[src/rtl/motor_ctrl_pkg.sv]
// Shared types and constants for the motor velocity command path.
package motor_ctrl_pkg;

  localparam int unsigned BAND_WIDTH = 32;
  // Widest hold duration the command struct can carry; narrower ports zero-extend into it.
  localparam int unsigned DUR_FIELD_WIDTH = 32;

  typedef enum logic [1:0] {
    StIdle,
    StRamp,
    StHold,
    StStop
  } seq_state_e;

  typedef struct packed {
    logic signed [BAND_WIDTH-1:0]  target;
    logic [DUR_FIELD_WIDTH-1:0]    duration;
  } motor_cmd_t;

endpackage

[src/rtl/sample_tick_gen.sv]
// Free-running sample-rate strobe: one-cycle tick every TICK_CYCLE clocks.
module sample_tick_gen #(
  parameter int unsigned TICK_CYCLE = 1_000_000
) (
  input  logic clk,
  input  logic rst,
  output logic tick
);

  localparam int unsigned CntW = (TICK_CYCLE > 1) ? $clog2(TICK_CYCLE) : 1;
  localparam logic [CntW-1:0] CntLast = CntW'(TICK_CYCLE - 1);

  logic [CntW-1:0] cnt_q, cnt_d;

  assign tick = (cnt_q == CntLast);

  always_comb begin
    cnt_d = tick ? '0 : cnt_q + CntW'(1);
  end

  always_ff @(posedge clk) begin
    if (rst) begin
      cnt_q <= '0;
    end else begin
      cnt_q <= cnt_d;
    end
  end

endmodule

[src/rtl/motor_ramp_sequencer.sv]
// Velocity command sequencer: slews target_rot_v toward each commanded velocity at a bounded
// per-sample step, holds it for the commanded number of samples, and ramps to zero on estop.
module motor_ramp_sequencer
  import motor_ctrl_pkg::*;
#(
  parameter int unsigned CLK_FREQ      = 100_000_000,
  parameter int unsigned SAMPLING_RATE = 100,
  parameter int unsigned MAX_STEP      = 4,
  parameter int unsigned DUR_WIDTH     = 16
) (
  input  logic                  clk,
  input  logic                  rst,
  input  logic                  cmd_valid,
  output logic                  cmd_ready,
  input  logic [BAND_WIDTH-1:0] cmd_target,
  input  logic [DUR_WIDTH-1:0]  cmd_duration,
  input  logic                  estop,
  output logic [BAND_WIDTH-1:0] target_rot_v,
  output logic                  busy,
  output logic                  done
);

  localparam int unsigned TICK_CYCLE = CLK_FREQ / SAMPLING_RATE;
  localparam int unsigned WideW      = BAND_WIDTH + 1;
  localparam logic signed [WideW-1:0]      StepWide   = WideW'(MAX_STEP);
  localparam logic signed [BAND_WIDTH-1:0] StepNarrow = BAND_WIDTH'(MAX_STEP);

  seq_state_e state_q, state_d;
  motor_cmd_t cmd_q, cmd_d, new_cmd;
  logic [DUR_FIELD_WIDTH-1:0] hold_q, hold_d;
  logic signed [BAND_WIDTH-1:0] rot_q, rot_d;
  logic done_q, done_d;

  logic tick;
  logic accept;
  logic dur_zero;
  logic in_band;
  logic signed [BAND_WIDTH-1:0] ramp_goal;
  logic signed [BAND_WIDTH-1:0] ramp_next;
  logic signed [WideW-1:0]      diff;

  sample_tick_gen #(
    .TICK_CYCLE (TICK_CYCLE)
  ) u_tick (
    .clk  (clk),
    .rst  (rst),
    .tick (tick)
  );

  assign new_cmd.target   = cmd_target;
  assign new_cmd.duration = DUR_FIELD_WIDTH'(cmd_duration);

  assign dur_zero  = (cmd_q.duration == '0);
  assign cmd_ready = !rst && !estop &&
                     ((state_q == StIdle) || ((state_q == StHold) && dur_zero));
  assign accept    = cmd_valid && cmd_ready;

  // Difference is taken one bit wider so goals near the signed extremes cannot wrap.
  assign ramp_goal = (state_q == StStop) ? '0 : cmd_q.target;
  assign diff      = {ramp_goal[BAND_WIDTH-1], ramp_goal} - {rot_q[BAND_WIDTH-1], rot_q};
  assign in_band   = (diff >= -StepWide) && (diff <= StepWide);
  assign ramp_next = in_band ? ramp_goal :
                     (diff[WideW-1] ? rot_q - StepNarrow : rot_q + StepNarrow);

  always_comb begin
    state_d = state_q;
    cmd_d   = cmd_q;
    hold_d  = hold_q;
    rot_d   = rot_q;
    done_d  = 1'b0;

    if (estop && (state_q != StStop)) begin
      state_d = StStop;
      cmd_d   = '0;
    end else begin
      unique case (state_q)
        StIdle: begin
          if (accept) begin
            cmd_d   = new_cmd;
            state_d = StRamp;
          end
        end
        StRamp: begin
          if (tick) begin
            rot_d = ramp_next;
            if (in_band) begin
              hold_d  = cmd_q.duration;
              state_d = StHold;
            end
          end
        end
        StHold: begin
          if (accept) begin
            cmd_d   = new_cmd;
            state_d = StRamp;
          end else if (tick && !dur_zero) begin
            if (hold_q == DUR_FIELD_WIDTH'(1)) begin
              done_d  = 1'b1;
              state_d = StIdle;
            end else begin
              hold_d = hold_q - DUR_FIELD_WIDTH'(1);
            end
          end
        end
        StStop: begin
          if (tick) begin
            rot_d = ramp_next;
          end
          if ((rot_q == '0) && !estop) begin
            state_d = StIdle;
          end
        end
        default: state_d = StIdle;
      endcase
    end
  end

  always_ff @(posedge clk) begin
    if (rst) begin
      state_q <= StIdle;
      cmd_q   <= '0;
      hold_q  <= '0;
      rot_q   <= '0;
      done_q  <= 1'b0;
    end else begin
      state_q <= state_d;
      cmd_q   <= cmd_d;
      hold_q  <= hold_d;
      rot_q   <= rot_d;
      done_q  <= done_d;
    end
  end

  assign target_rot_v = rot_q;
  assign busy         = (state_q != StIdle);
  assign done         = done_q;

endmodule

[config.mk]
export PLATFORM = sky130hd
export DESIGN_NAME = motor_ramp_sequencer
export DESIGN_NICKNAME = d
export VERILOG_FILES = /design/src/rtl/motor_ctrl_pkg.sv /design/src/rtl/sample_tick_gen.sv /design/src/rtl/motor_ramp_sequencer.sv
export SDC_FILE = /design/constraint.sdc
export NUM_CORES = 1
export LEC_CHECK = 0
export ABC_AREA = 1
export CAP_MARGIN = 15
export CORE_MARGIN = 2
export CORE_UTILIZATION = 37
export DETAILED_ROUTE_END_ITERATION = 8
export RECOVER_POWER = 100
export SLEW_MARGIN = 20
export SYNTH_ARGS = -nofsm -noshare
export SYNTH_HDL_FRONTEND = slang
export SYNTH_SLANG_ARGS = --single-unit
[constraint.sdc]
create_clock -name clk -period 4.7 [get_ports clk]
set_clock_uncertainty 0.05 [all_clocks]
set_input_delay 1.175 -clock clk [delete_from_list [all_inputs] [get_ports clk]]
set_output_delay 1.175 -clock clk [all_outputs]
set_load 0.01 [all_outputs]
== Word-level counts from Yosys, hierarchy flattened ==
Cells that the tools add are included.
Cells by class
  add/subtract/negate cells: 5
  $lt $le $gt $ge: 2
  eq/ne operators: 17
  mux-type cells: 19
  bitwise operators: 3
  reductions and logical operators: 26
Operators with widths (number)
  32-bit 2-to-1 mux: 8
  32-bit logical NOT: 2
  32-bit one-hot mux with 2 select lines: 1
  33-bit by 3-bit greater-or-equal comparator with 1-bit output (second input constant): 1
  33-bit by 4-bit less-or-equal comparator with 1-bit output (second input constant): 1
  32-bit by 32-bit subtractor with 33-bit output: 1
  32-bit by 4-bit adder with 32-bit output (second input constant): 1
  32-bit by 1-bit == test with 1-bit output (second input constant): 1
  32-bit by 1-bit subtractor with 32-bit output (second input constant): 1
  32-bit by 4-bit subtractor with 32-bit output (second input constant): 1
  20-bit by 1-bit adder with 20-bit output (second input constant): 1
  20-bit == test (second input constant): 1
  2-bit 2-to-1 mux: 8
  2-bit inequality test (second input constant): 5
  1-bit logical AND: 8
  4-bit by 2-bit inequality test with 1-bit output (second input constant): 2
  2-bit one-hot mux with 4 select lines: 1
  2-bit OR reduction: 4
  7-bit AND reduction: 1
  3-bit inequality test (second input constant): 2
  6-bit AND reduction: 1
  5-bit OR reduction: 1
  2-bit == test (second input constant): 2
  2-bit nonzero test: 2
  11 further kinds: 15
Storage, ports and cells
  bits in registers: 135
  input port bits: 52
  output and inout bits: 35
  logic and storage cells: 79

== Logic depth before layout (Yosys ltp) ==
  depth in word-level cells: 9
  mapped depth: 34

== Hierarchy ==
A second synthesis with hierarchy kept.
Second synthesis, totals
  cells, all modules: 1894
  area, all modules: 11404.7 µm²
By module, submodules not included
  motor_ramp_sequencer: times used 1, cells each 1732, area each 10283.6 µm², seq. area each 2302.2 µm²
  sample_tick_gen: times used 1, cells each 162, area each 1121.1 µm², seq. area each 400.4 µm²

== Worst setup path after synthesis ==
OpenSTA, ideal clock, no wires.
  path kind: register to register
  from: register state_q[0]
  to: register rot_q[23] (netlist: target_rot_v[23])
  setup time: 0.115 ns
  data arrival time: 4.661 ns
  required time: 4.535 ns
  setup slack: -0.126 ns
  cell stages (with the launch flop): 32
  buffers on the path: 2
  cells stage by stage: dfxtp_1 -> clkbuf_1 -> nand2_1 -> inv_2 -> buf_1 -> nor2_1 -> inv_1 -> ha_1 -> fa_1 -> inv_1 -> nand3_1 -> nand2_2 -> nand2_2 -> nand2_2 -> nand2_1 -> nand2_2 -> nand3b_2 -> nand3_1 -> nand2_2 -> ha_1 -> nand3_1 -> nand2_1 -> a21oi_1 -> o21ai_0 -> a21oi_1 -> o21ai_0 -> a21oi_1 -> o21bai_1 -> xnor2_1 -> nor2_1 -> o21ai_0 -> inv_1
Between the ends
  word-level cells in the longest chain between the ends: 6
RTL lines
  start, declared: line motor_ramp_sequencer.sv:28  | seq_state_e state_q, state_d;
  start signal, assigned: line motor_ramp_sequencer.sv:120  | state_q <= StIdle;
  start signal, assigned: line motor_ramp_sequencer.sv:126  | state_q <= state_d;
  2-bit == test: line motor_ramp_sequencer.sv:59, motor_ramp_sequencer.sv:76
  32-bit 2-to-1 mux: line motor_ramp_sequencer.sv:59  | assign ramp_goal = (state_q == StStop) ? '0 : cmd_q.target;
  32-bit by 32-bit subtractor with 33-bit output: line motor_ramp_sequencer.sv:60  | assign diff = {ramp_goal[BAND_WIDTH-1], ramp_goal} - {rot_q[BAND_WIDTH-1], rot_q};
  33-bit by 3-bit greater-or-equal comparator with 1-bit output or 33-bit by 4-bit less-or-equal comparator with 1-bit output (tied branches): line motor_ramp_sequencer.sv:61  | assign in_band = (diff >= -StepWide) && (diff <= StepWide);
  1-bit logical AND: line motor_ramp_sequencer.sv:61
  32-bit 2-to-1 mux: line motor_ramp_sequencer.sv:62  | assign ramp_next = in_band ? ramp_goal :
  end signal, assigned: line motor_ramp_sequencer.sv:129  | rot_q <= rot_d;
  end, declared: line motor_ramp_sequencer.sv:31  | logic signed [BAND_WIDTH-1:0] rot_q, rot_d;
Parallel ways exist; a longest one is shown, timed or not.
A chain may end at the register's enable or synchronous reset.

== Worst setup path in the final report ==
  from: register state_q[0]
  to: register rot_q[29] (netlist: target_rot_v[29])
Same word-level chain as after synthesis.

==> results.md <==
* Bufs on Longest Clock Path at 2
* Number of max-cap violations at 0
* Die X at about 170 um
* Hold Crit Class: reg2reg
* Grt ovf at 0
* Comb power frac at 0.592
* RSZ-0062 raised after global routing: yes
* Largest cells by area after synthesis: dfxtp_1 25%, nand2_1 12%, nor2_1 9.6%
* Reg clk slew, reported paths at ~0.070 ns
* Gpl congestion at about 0.94
* Area after DPL at 12600 um^2
* Final Critical Period at about 4.5 ns
* Crit-path most repeated cell: nand3_1
* Tcrit/Tclk final at 0.948
* Synth-to-layout area growth at 26.7%
* Seq/Total Area, Yosys at 0.254
* Dpl ws at -0.0857 ns
* Net Sw Power at roughly 3.0 mW
* Total Routing Usage GR at 0.230
* P_int at 3.41 mW
* Final Hold Violating Endpoints at 0
* Run status: finished clean
* #FFs+latches synth at roughly 140
* Crit. End Element: flop
* Worst Setup Start Kind: flop
* First-pass GRT wire length at about 55000 um
* Slew HR at 0.302
* Initial antenna violation count at 0
* Via count at approximately 12000
* Req. time, crit path at ~5.0 ns
* Mean area per synthesized cell at 6.16 um^2
* PnR Total Power at roughly 6.5 mW
* WL per Instance at ~16 um
* Pwr Density at 479 nW/um^2
* CTS sink count at 135
* Max Clk Rate at roughly 220 MHz
* Switching share of total power at 0.471
* Starting Density at 0.373
* Synth warn at 0
* Row count at 62
* Hold Crit Start: u_tick.cnt_q[0]
* Vias per inst at ~5.1
* # port buffers at 86
* Post-DP HPWL at 27600 um
* IO Pins at a little under 90
* Max Slew Vio Count at 0
* Commonest cells in the netlist: 341 x nand2_1, 272 x nor2_1, 265 x inv_1, 135 x dfxtp_1, 133 x a21oi_1
* CP arrival at 4.77 ns
* Die area at 30100 um^2
* Worst vdd ir at about 0.25 mV
* # diodes at 0
* First-pass iteration count of the detailed router at 6
* Async SR Flop Fraction at 0
* Crit-path max cell delay at approximately 0.34 ns
* Largest net degree at the start of global routing at 56
* Endpoints failing setup at 0
* Vias in the first global route at 10919
* Reg2reg start: state_q[0]
* Crit-path slowest cell: fa_2
* Reg power frac at 0.202
* Nets at just over 2000
* Critical-path maximum fanout at 8
* Die Ht at 173 um
* Root buffer cell: clkbuf_16
* Least-Margin Pin Slew at 1.04 ns
* Syn Nets at approximately 1800
* Final WS setup at ~0.24 ns
* Synth cell types at 47
* Leakage at 6.50 nW
* Mapped Cells at around 1700
* Detail Route Antenna Nets at 0
* Yosys top cell area share at 0.254
* CP Class: reg2reg
* Inserted Clock Buffers at 17
* Total core area at 28500 um^2
* CTS tree: done
* Initial DRC count at around 910
* Layout cells sized above 1 at 0.125
* H-tree depth at 4
* Post-route cell area at about 13000 um^2
* Clock share of power at 0.205
* Ys flop type: dfxtp_1
* Later-pin clock latency in the skew report at about 0.44 ns
* Post-Syn Area at 10600 um^2
* Cell taking the most area after synthesis: dfxtp_1
* Final wirelength at roughly 36000 um
* Most frequent cell after synthesis: nand2_1
* # DRC at 0
* Number of synthesized flops with an enable pin at 0
* CTS Hold Buffers Added at 0
* Worst setup startpoint: state_q[0]
[cells by family after synthesis]
family / synth area share
xor+xnor: 0.0330
flops: 0.254
simple gates: 0.331
compound gates: 0.186
fa+ha+maj: 0.0780
buf+inv: 0.117
[power by group through the flow]
stage / registers (mW) / clock network (mW) / logic, mW
after detailed placement: 1.33 / 0 / 3.51
after floorplan: 1.31 / 0 / 2.51
final: 1.31 / 1.33 / 3.82
after global placement: 1.32 / 0 / 3.47
after CTS: 1.30 / 1.35 / 3.54
after global routing: 1.32 / 1.39 / 4.29
[metrics by stage]
stage / utilization / cells / hold slack (ns) / TNS (ns)
after floorplan: - / 1726 / 0.368 / 0
after global placement: 0.441 / 2255 / 0.381 / 0
after detailed placement: 0.441 / 2255 / 0.395 / -0.161
after CTS: 0.462 / 2287 / 0.405 / 0
after global routing: 0.473 / 2295 / 0.439 / -0.269
final: 0.473 / 2295 / 0.403 / 0
[critical path, delay by kind of cell (launching register included)]
kind	cells	cell delay, ns
adder cells (fa/ha/maj)	3	0.84
flip-flops	1	0.33
buffers and inverters	5	0.56
AND/OR/NAND/NOR	18	1.72
AO/OA/AOI/OAI	5	0.73
XOR/XNOR	1	0.14
[cells in the final DEF, fill, tap and decap left out, types with 51 or more instances in the layout]
cell / count
buf_4: 103
nor2_1: 269
inv_1: 264
clkdlybuf4s50_1: 51
nand3_1: 70
a21oi_1: 117
a211oi_1: 51
ha_1: 57
nand2_1: 333
dfxtp_1: 135
o21ai_0: 95
[cell type report]
| cell class | instances | area (um^2) |
|---|---|---|
| Inverter | 275 | 1040 |
| Timing Repair inverter | 2 | 17.5 |
| Timing Repair Buffer | 196 | 1730 |
| Sequential cell | 135 | 2700 |
| Clock inverter | 14 | 133 |
| Clock buffer | 18 | 439 |
| Tap cell | 384 | 480 |
| Multi-Input combinational cell | 1271 | 6910 |
| Fill cell | 2978 | 15000 |
[state kept, by name (all words and copies together), names as in the netlist]
signal and count:
cmd_q 48, done 1, hold_q 32, state_q 2
target_rot_v 32, u_tick.cnt_q 20
[path summary, 6_finish.rpt]
path,endpoint,depth (start not counted),slack (ns)
setup / recovery,target_rot_v[29],32,0.24
hold / removal,u_tick.cnt_q[0],1,0.40
hold reg to reg,u_tick.cnt_q[0],1,0.40
setup reg to reg,target_rot_v[29],32,0.24
[per-layer routing]
metal  global-route usage  routed length (um)
met3               0.0382                1890
met1                0.280               15000
met4               0.0922                1370
met2                0.405               17400
met5                    0                   0
[timing repair]
| item | in CTS | in global routing |
|---|---|---|
| endpoints found under the setup margin | 7 | 18 |
| setup buffers | 0 | 5 |
| pin swaps | 0 | 14 |
| hold endpoints to repair | 0 | 0 |
| gates cloned | 0 | 3 |
| gates resized for setup | 2 | 63 |
Note: power is estimated with default switching activity, not from simulation.
